## src/rtl/card_display_arbiter.sv

```systemverilog
// Round-robin arbiter that lets three requesters share one two-digit hex display,
// holding each granted value for HOLD_CYCLES cycles followed by a one-cycle blank gap.
module card_display_arbiter #(
  parameter int unsigned HOLD_CYCLES = 25000000
) (
  input  logic       clk,
  input  logic       reset,
  input  logic [2:0] req,
  input  logic [5:0] val0,
  input  logic [5:0] val1,
  input  logic [5:0] val2,
  output logic [2:0] grant,
  output logic [5:0] disp_val,
  output logic       disp_valid,
  output logic [2:0] done,
  output logic       busy
);

  typedef enum logic [1:0] {
    IDLE = 2'd0,
    HOLD = 2'd1,
    GAP  = 2'd2
  } state_t;

  localparam logic [25:0] LOAD = 26'(HOLD_CYCLES - 1);

  state_t      state;
  logic [25:0] count;
  logic [1:0]  last_grant;

  logic [1:0]  pick_idx;
  logic        pick_any;
  logic [5:0]  pick_val;
  logic        held;

  // Round-robin search: start one past the last winner and take the first asserted bit.
  always_comb begin
    // NOTE: every variable gets a default before any branch so no latch is inferred.
    pick_idx = 2'd0;
    pick_any = 1'b0;
    for (int k = 0; k < 3; k++) begin
      int idx;
      idx = (int'(last_grant) + 1 + k) % 3;
      if (!pick_any && req[idx]) begin
        pick_any = 1'b1;
        pick_idx = 2'(idx);
      end
    end
  end

  always_comb begin
    pick_val = val0;
    case (pick_idx)
      2'd1:    pick_val = val1;
      2'd2:    pick_val = val2;
      default: pick_val = val0;
    endcase
  end

  // The granted requester is still asking while its req bit stays high.
  assign held = |(req & grant);

  always_ff @(posedge clk) begin
    if (reset) begin
      state      <= IDLE;
      grant      <= 3'b000;
      disp_val   <= 6'd0;
      disp_valid <= 1'b0;
      done       <= 3'b000;
      busy       <= 1'b0;
      count      <= 26'd0;
      last_grant <= 2'd2;
    end else begin
      // NOTE: non-blocking assignments so every register sees pre-edge values.
      done <= 3'b000;
      case (state)
        IDLE: begin
          if (pick_any) begin
            state      <= HOLD;
            grant      <= 3'b001 << pick_idx;
            disp_val   <= pick_val;
            disp_valid <= 1'b1;
            count      <= LOAD;
            last_grant <= pick_idx;
            busy       <= 1'b1;
          end
        end
        HOLD: begin
          if (!held) begin
            state      <= GAP;
            grant      <= 3'b000;
            disp_valid <= 1'b0;
          end else if (count == 26'd0) begin
            state      <= GAP;
            done       <= grant;
            grant      <= 3'b000;
            disp_valid <= 1'b0;
          end else begin
            count <= count - 26'd1;
          end
        end
        GAP: begin
          // disp_val is left alone so the last value survives the blank gap.
          state <= IDLE;
          busy  <= 1'b0;
        end
        default: begin
          state      <= IDLE;
          grant      <= 3'b000;
          disp_valid <= 1'b0;
          busy       <= 1'b0;
        end
      endcase
    end
  end

endmodule

```

## config.mk

```make
export PLATFORM = sky130hd
export DESIGN_NAME = card_display_arbiter
export DESIGN_NICKNAME = d
export VERILOG_FILES = /design/src/rtl/card_display_arbiter.sv
export SDC_FILE = /design/constraint.sdc
export NUM_CORES = 1
export LEC_CHECK = 0
export CORE_ASPECT_RATIO = 2
export CORE_UTILIZATION = 48
export DETAILED_ROUTE_END_ITERATION = 16
export PLACE_DENSITY_LB_ADDON = 0.12
export SLEW_MARGIN = 30
export SYNTH_ARGS = -nofsm -noshare
export SYNTH_HDL_FRONTEND = slang
export SYNTH_SLANG_ARGS = --single-unit
```

## constraint.sdc

```tcl
create_clock -name clk -period 2.7 [get_ports clk]
set_input_delay 0.54 -clock clk [delete_from_list [all_inputs] [get_ports clk]]
set_output_delay 0.54 -clock clk [all_outputs]
set_load 0.01 [all_outputs]
```

==> Word level (Yosys, flattened, before mapping) <==
Cells that the tools add are included.
{ "word_totals": {"ff_bits": 44, "input_bits": 23, "out_inout_bits": 14, "word_cells": 79} }
{ "classes": {"n_addsub": 4, "n_div": 3, "order_cmp": 3, "eq_ne": 8, "n_shift": 1, "mux": 33, "n_bitwise": 5, "reduce_logical": 14} }
{ "op_table": {"columns": ["cell", "count"], "rows": [
  ["$lt 32x4->1 const B", 3],
  ["$mod 32x3->32 const B", 3],
  ["$mux 26", 3],
  ["$pmux 26 s2", 1],
  ["$add 32x2->32 const B", 1],
  ["$logic_not 26->1", 1],
  ["$sub 26x1->26 const B", 1],
  ["$mux 1", 12],
  ["$mux 2", 6],
  ["$pmux 6 s2", 1],
  ["$mux 3", 3],
  ["$pmux 3 s3", 1],
  ["$bmux 1 s2", 3],
  ["$ne 2x2->1 const B", 3],
  ["$reduce_and 2->1", 3],
  ["$add 3x2->4 const B", 1],
  ["$eq 2x1->1 const B", 2],
  ["$eq 2x2->1 const B", 2],
  ["$not 1->1", 4],
  ["$pmux 2 s2", 1],
  ["$reduce_and 4->1", 1],
  ["$reduce_or 4->1", 1],
  ["$add 2x1->3 const B", 1],
  ["$and 3x3->3", 1],
  ["10 further kinds", 12]
]} }

==> Longest topological paths before layout <==
{ "depth": {"ltp_word": 15, "ltp_mapped": 12, "depth_no_buf": 12} }

==> Worst setup path after synthesis <==
Ideal clock, no wire load.
{ "synth_path": {"kind": "register to register", "from": "register last_grant[0]", "to": "register disp_val[4]", "setup_time_ps": 132, "arrival_time_ps": 2624, "required_ps": 2568, "slack_ps": -56, "stages_incl_launch_ff": 12, "n_path_buf": 1, "synth_period_minus_slack_ps": 2756, "cell_sequence": "dfxtp_1 > inv_1 > ha_1 > mux2_2 > a222oi_1 > nor2b_1 > a22oi_1 > ha_1 > buf_1 > nand2_1 > o211ai_1 > a21oi_1"} }
{ "synth_between": {"elab_chain_len": 14, "elab_cells_between_ends": 29, "classes_between": "add/sub: 3; div: 3; eq/ne: 2; mux: 16; reduce/logical: 5"} }
{ "synth_rtl": {"columns": ["item", "line", "rtl"], "rows": [
  ["from (decl)", "29", "logic [1:0] last_grant;"],
  ["from (signal assigned)", "84", "last_grant <= pick_idx;"],
  ["$add 2x1->3 (*)", "43", "idx = (int'(last_grant) + 1 + k) % 3;"],
  ["parallel branches: the longest is 13 deep, another holds $add 32x2->32", null, null],
  ["to (signal assigned)", "81", "disp_val <= pick_val;"],
  ["to (decl)", "13", "output logic [5:0] disp_val,"]
]} }
Every way passes the cells marked *. The select of a mux whose other input is x is not followed.
A chain may end at the register's enable or synchronous reset.

==> Final worst setup path <==
{ "layout_path": {"from": "register last_grant[0]", "to": "register disp_val[5]"} }
{ "layout_between": {"elab_chain_len": 14, "elab_cells_between_ends": 29, "classes_between": "add/sub: 3; div: 3; eq/ne: 2; mux: 16; reduce/logical: 5"} }
{ "layout_rtl": {"columns": ["item", "line", "rtl"], "rows": [
  ["$add 2x1->3 (*)", "43", null],
  ["parallel branches: the longest is 10 deep, another holds $add 32x2->32", null, null],
  ["$mux 2 (*)", "44", "if (!pick_any && req[idx]) begin"],
  ["net pick_idx[1]", "31", "logic [1:0] pick_idx;"],
  ["$eq 2x2->1 or $eq 2x1->1 (tied branches)", "53", "case (pick_idx)"],
  ["$pmux 6 s2 (*)", "53", null]
]} }
Mark *: on every way through the listed nets, which the timed path passes. The select of a mux whose other input is x is not followed.

==> results.tsv <==
stage	metric	value	unit
outcome	status	finished, final reports clean	
route	first_iter_violations	49	
synthesis	syn-num-nets	306	
layout	multiInputGateArea	1440	um^2
min_path	min_to	disp_val[1]	
placed_design	dpl-instance-area	2940	um^2
worst_setup_path	crit_fanout	7	
floorplan	die_area	5270	um^2
grt	grt_max_degree	22	
synthesis	synth_fa_ha_area_frac	0.0367	
min_path	hp-start	disp_val[1]	
worst_setup_path	r2r_end	disp_val[5]	
grt	grt_pass1_wl	9.67	mm
worst_setup_path	max_stage_delay	0.40	ns
route	drt.antenna.violating_nets	0	
worst_setup_path	crit_slowest_cell	a222oi_1	
worst_setup_path	cp.arrival	2.78	ns
worst_setup_path	r2r_cells	12	
grt	grt_use_met1	0.249	
synthesis	ys_seq_elements	44	
synthesis	synth.cell_area	2380	um^2
synthesis	synth_xor_area_frac	0.0404	
floorplan	core	4820	um^2
synthesis	ys_async_sr_fraction	0	
grt	use_met3	0.0315	
layout	drive_gt1_frac	0.184	
route	first_pass_iters	4	
timing	slew_violations	0	
placed_design	port_buffers	36	
timing	finalSetupTns	0	ns
route	drcViolationCount	0	
placed_design	dpl.cell_count	380	
layout	diodes	0	
grt	grt_antenna_before_repair	0	
floorplan	io_pins	37	
power	vdd_drop_max	0.000714	V
clocking	numClockSinks	44	
route	drt-total-wl	6.23	mm
synthesis	synth.most_common_cell	dfxtp_1	
synthesis	ys_warn_count	0	
floorplan	rows	36	
grt	grt-ovfl-total	0	
timing	finalWorstSetupSlack	0.108	ns
route	avgRoutedWirePerCell	16.0	um
synthesis	synth-simple-area-share	0.220	
synthesis	synthCells	276	
min_path	holdCritPathClass	reg2reg	
synthesis	synth.avg_cell_area	8.64	um^2
route	vias	2353	
clocking	clk_latency	0.30	ns
grt	grt_pass1_vias	2176	
layout	final_area	3120	um^2
clocking	htreeDepth	2	
grt	busiest_layer	met2	
clocking	cts_tree	built	
clocking	clock_tree.root_cell	clkbuf_8	
min_path	holdPathStages	2	
layout	final_core_util	0.648	
synthesis	synth_mux_area_frac	0.0142	
job	cap_viol_max_count	0	
synthesis	synth_area_leader_cell	dfxtp_1	
placed_design	pre_cts_ws	-0.256	ns
placed_design	dp_hpwl	4.64	mm
timing	worst_pin_slew	0.626	ns
placed_design	finalWeightedCongestion	0.943	
floorplan	die_h	102	um
synthesis	synth_top_family_by_area	compound AO/OA/AOI/OAI gates	
synthesis	ys_top_cells_by_count	44 x dfxtp_1, 30 x a21oi_1, 19 x nand2_1	
timing	setup_viol	0	
timing	relSlewSlack	0.579	
worst_setup_path	cpMostUsedCell	ha_4	
clocking	cts_made_buffers	5	
synthesis	synth_compound_area_frac	0.263	
layout	fill_cells	424	
clocking	cts_max_path_buffers	2	
route	viasPerCell	6.05	
timing	holdWs	0.464	ns
clocking	ctsHoldBuffers	0	
synthesis	yosys.cell_types.count	49	
clocking	clk_pin_slew	0.08	ns
floorplan	start_util	0.495	
layout	synthToLayoutAreaGrowth	30.9	%
worst_setup_path	path_cells	inv_1 -> ha_4 -> mux2_2 -> a222oi_1 -> buf_4 -> a32o_2 -> inv_2 -> ha_4 -> a22oi_1 -> nand2_1 -> o211ai_1 -> a21oi_1	
layout	nNetsFinal	361	
power	power.density	1090	nW/um^2
worst_setup_path	regToRegStartpoint	last_grant[0]	
layout	final_cells	389	
synthesis	synth_edf_count	0	
timing	skew	0.00700	ns
synthesis	synthDominantCellAreaShare	0.369	
worst_setup_path	cp.required	2.88	ns
grt	globalRouteMet2Util	0.464	
timing	fin_crit	2.59	ns
synthesis	synth_area_leaders	dfxtp_1 37%, a21oi_1 6.3%, o211ai_1 4.1%	
grt	track_usage	0.246	
power	p_total	3.39	mW
worst_setup_path	reg2reg_slack	0.11	ns
worst_setup_path	critPathTopFamily	compound AO/OA/AOI/OAI gates	
synthesis	synth_seq_area_share	0.369	
worst_setup_path	path_buf_inv	3	
worst_setup_path	path_class	reg2reg	
floorplan	die_x	51.8	um
power	p_leak	1.10	nW
timing	final-hold-violation-count	0	
timing	post-route-period-util	0.960	
worst_setup_path	crit_path_end_kind	flop	
synthesis	synth-main-ff-cell	dfxtp_1	
worst_setup_path	start_kind	flop	
layout	seqCellArea	881	um^2
timing	fmax	386	MHz
-- how the worst max path moves through the flow --
stage / start / end / slack [ns] / depth (start not counted)
3_3_place_gp: req[1] / disp_val[2] / -0.22 / 9
6_report: last_grant[0] / disp_val[5] / 0.11 / 12
2_1_floorplan: last_grant[0] / disp_val[1] / 0.02 / 10
4_1_cts: last_grant[0] / disp_val[2] / 0.02 / 12
3_5_place_dp: req[1] / disp_val[3] / -0.26 / 9
5_1_grt: last_grant[0] / disp_val[2] / -0.02 / 12
-- layout make-up --
class,count,share of cell area
Multi-Input combinational cell,203,0.461
Sequential cell,44,0.282
Timing Repair Buffer,65,0.185
Clock buffer,6,0.0232
Tap cell,57,0.0228
Inverter,12,0.0144
Clock inverter,2,0.0112
-- worst register-to-register path, stage by stage (launching register included) --
cell and delay [ns]:
dfxtp_1 0.34, inv_1 0.07, ha_4 0.28, mux2_2 0.32, a222oi_1 0.40, buf_4 0.19
a32o_2 0.20, inv_2 0.07, ha_4 0.18, a22oi_1 0.19, nand2_1 0.08, o211ai_1 0.08
a21oi_1 0.08
-- kinds of logic (layout without fill, tap and decap cells) --
group	count (synthesis)	count (layout)
AO/OA/AOI/OAI	92	92
XOR/XNOR	11	11
adder cells (fa/ha/maj)	7	7
buffers and inverters	29	85
flip-flops	44	44
multiplexers	3	3
AND/OR/NAND/NOR	90	90
-- per-layer routing --
metal  up-vias  share of wire
met5         -              0
met4         0          0.031
met3        16          0.027
met2        56           0.56
met1      1123           0.38
li1       1158              -
-- state kept, by name, summed over array words and instances (netlist names) --
signal	cells
last_grant	2
disp_valid	1
disp_val	6
state	2
grant	3
done	3
count	26
busy	1
-- placed cells by master, fill, tap and decap left out, types with 4 or more instances in the layout --
master / Yosys / layout
nor2_1: 13 / 13
a21oi_1: 30 / 29
nor3_1: 7 / 7
a22oi_1: 7 / 5
clkbuf_8: 0 / 5
a31oi_1: 7 / 7
nand2b_1: 4 / 4
nor4_1: 5 / 5
or4_1: 13 / 13
ha_4: 0 / 4
o31ai_1: 10 / 10
nor4b_1: 4 / 4
buf_4: 0 / 29
xor2_1: 8 / 8
or3_1: 7 / 7
dfxtp_1: 44 / 44
o2111ai_1: 4 / 4
inv_1: 12 / 10
clkdlybuf4s50_1: 0 / 36
nand2_1: 19 / 19
o211ai_1: 13 / 13
or2_2: 4 / 4
-- report_power, final --
part           leakage, nW  switching (mW)  total, mW  internal (mW)
Combinational        0.679           0.994       1.87          0.872
Sequential           0.363           0.179       1.03          0.847
Clock               0.0552           0.226      0.501          0.275
-- repair_timing --
action / in CTS / in global routing
setup buffers: 0 / 1
gates resized for setup: 1 / 13
pin swaps: 0 / 2
endpoints found under the setup margin: 5 / 7
Power figures use the tool's default switching activity.
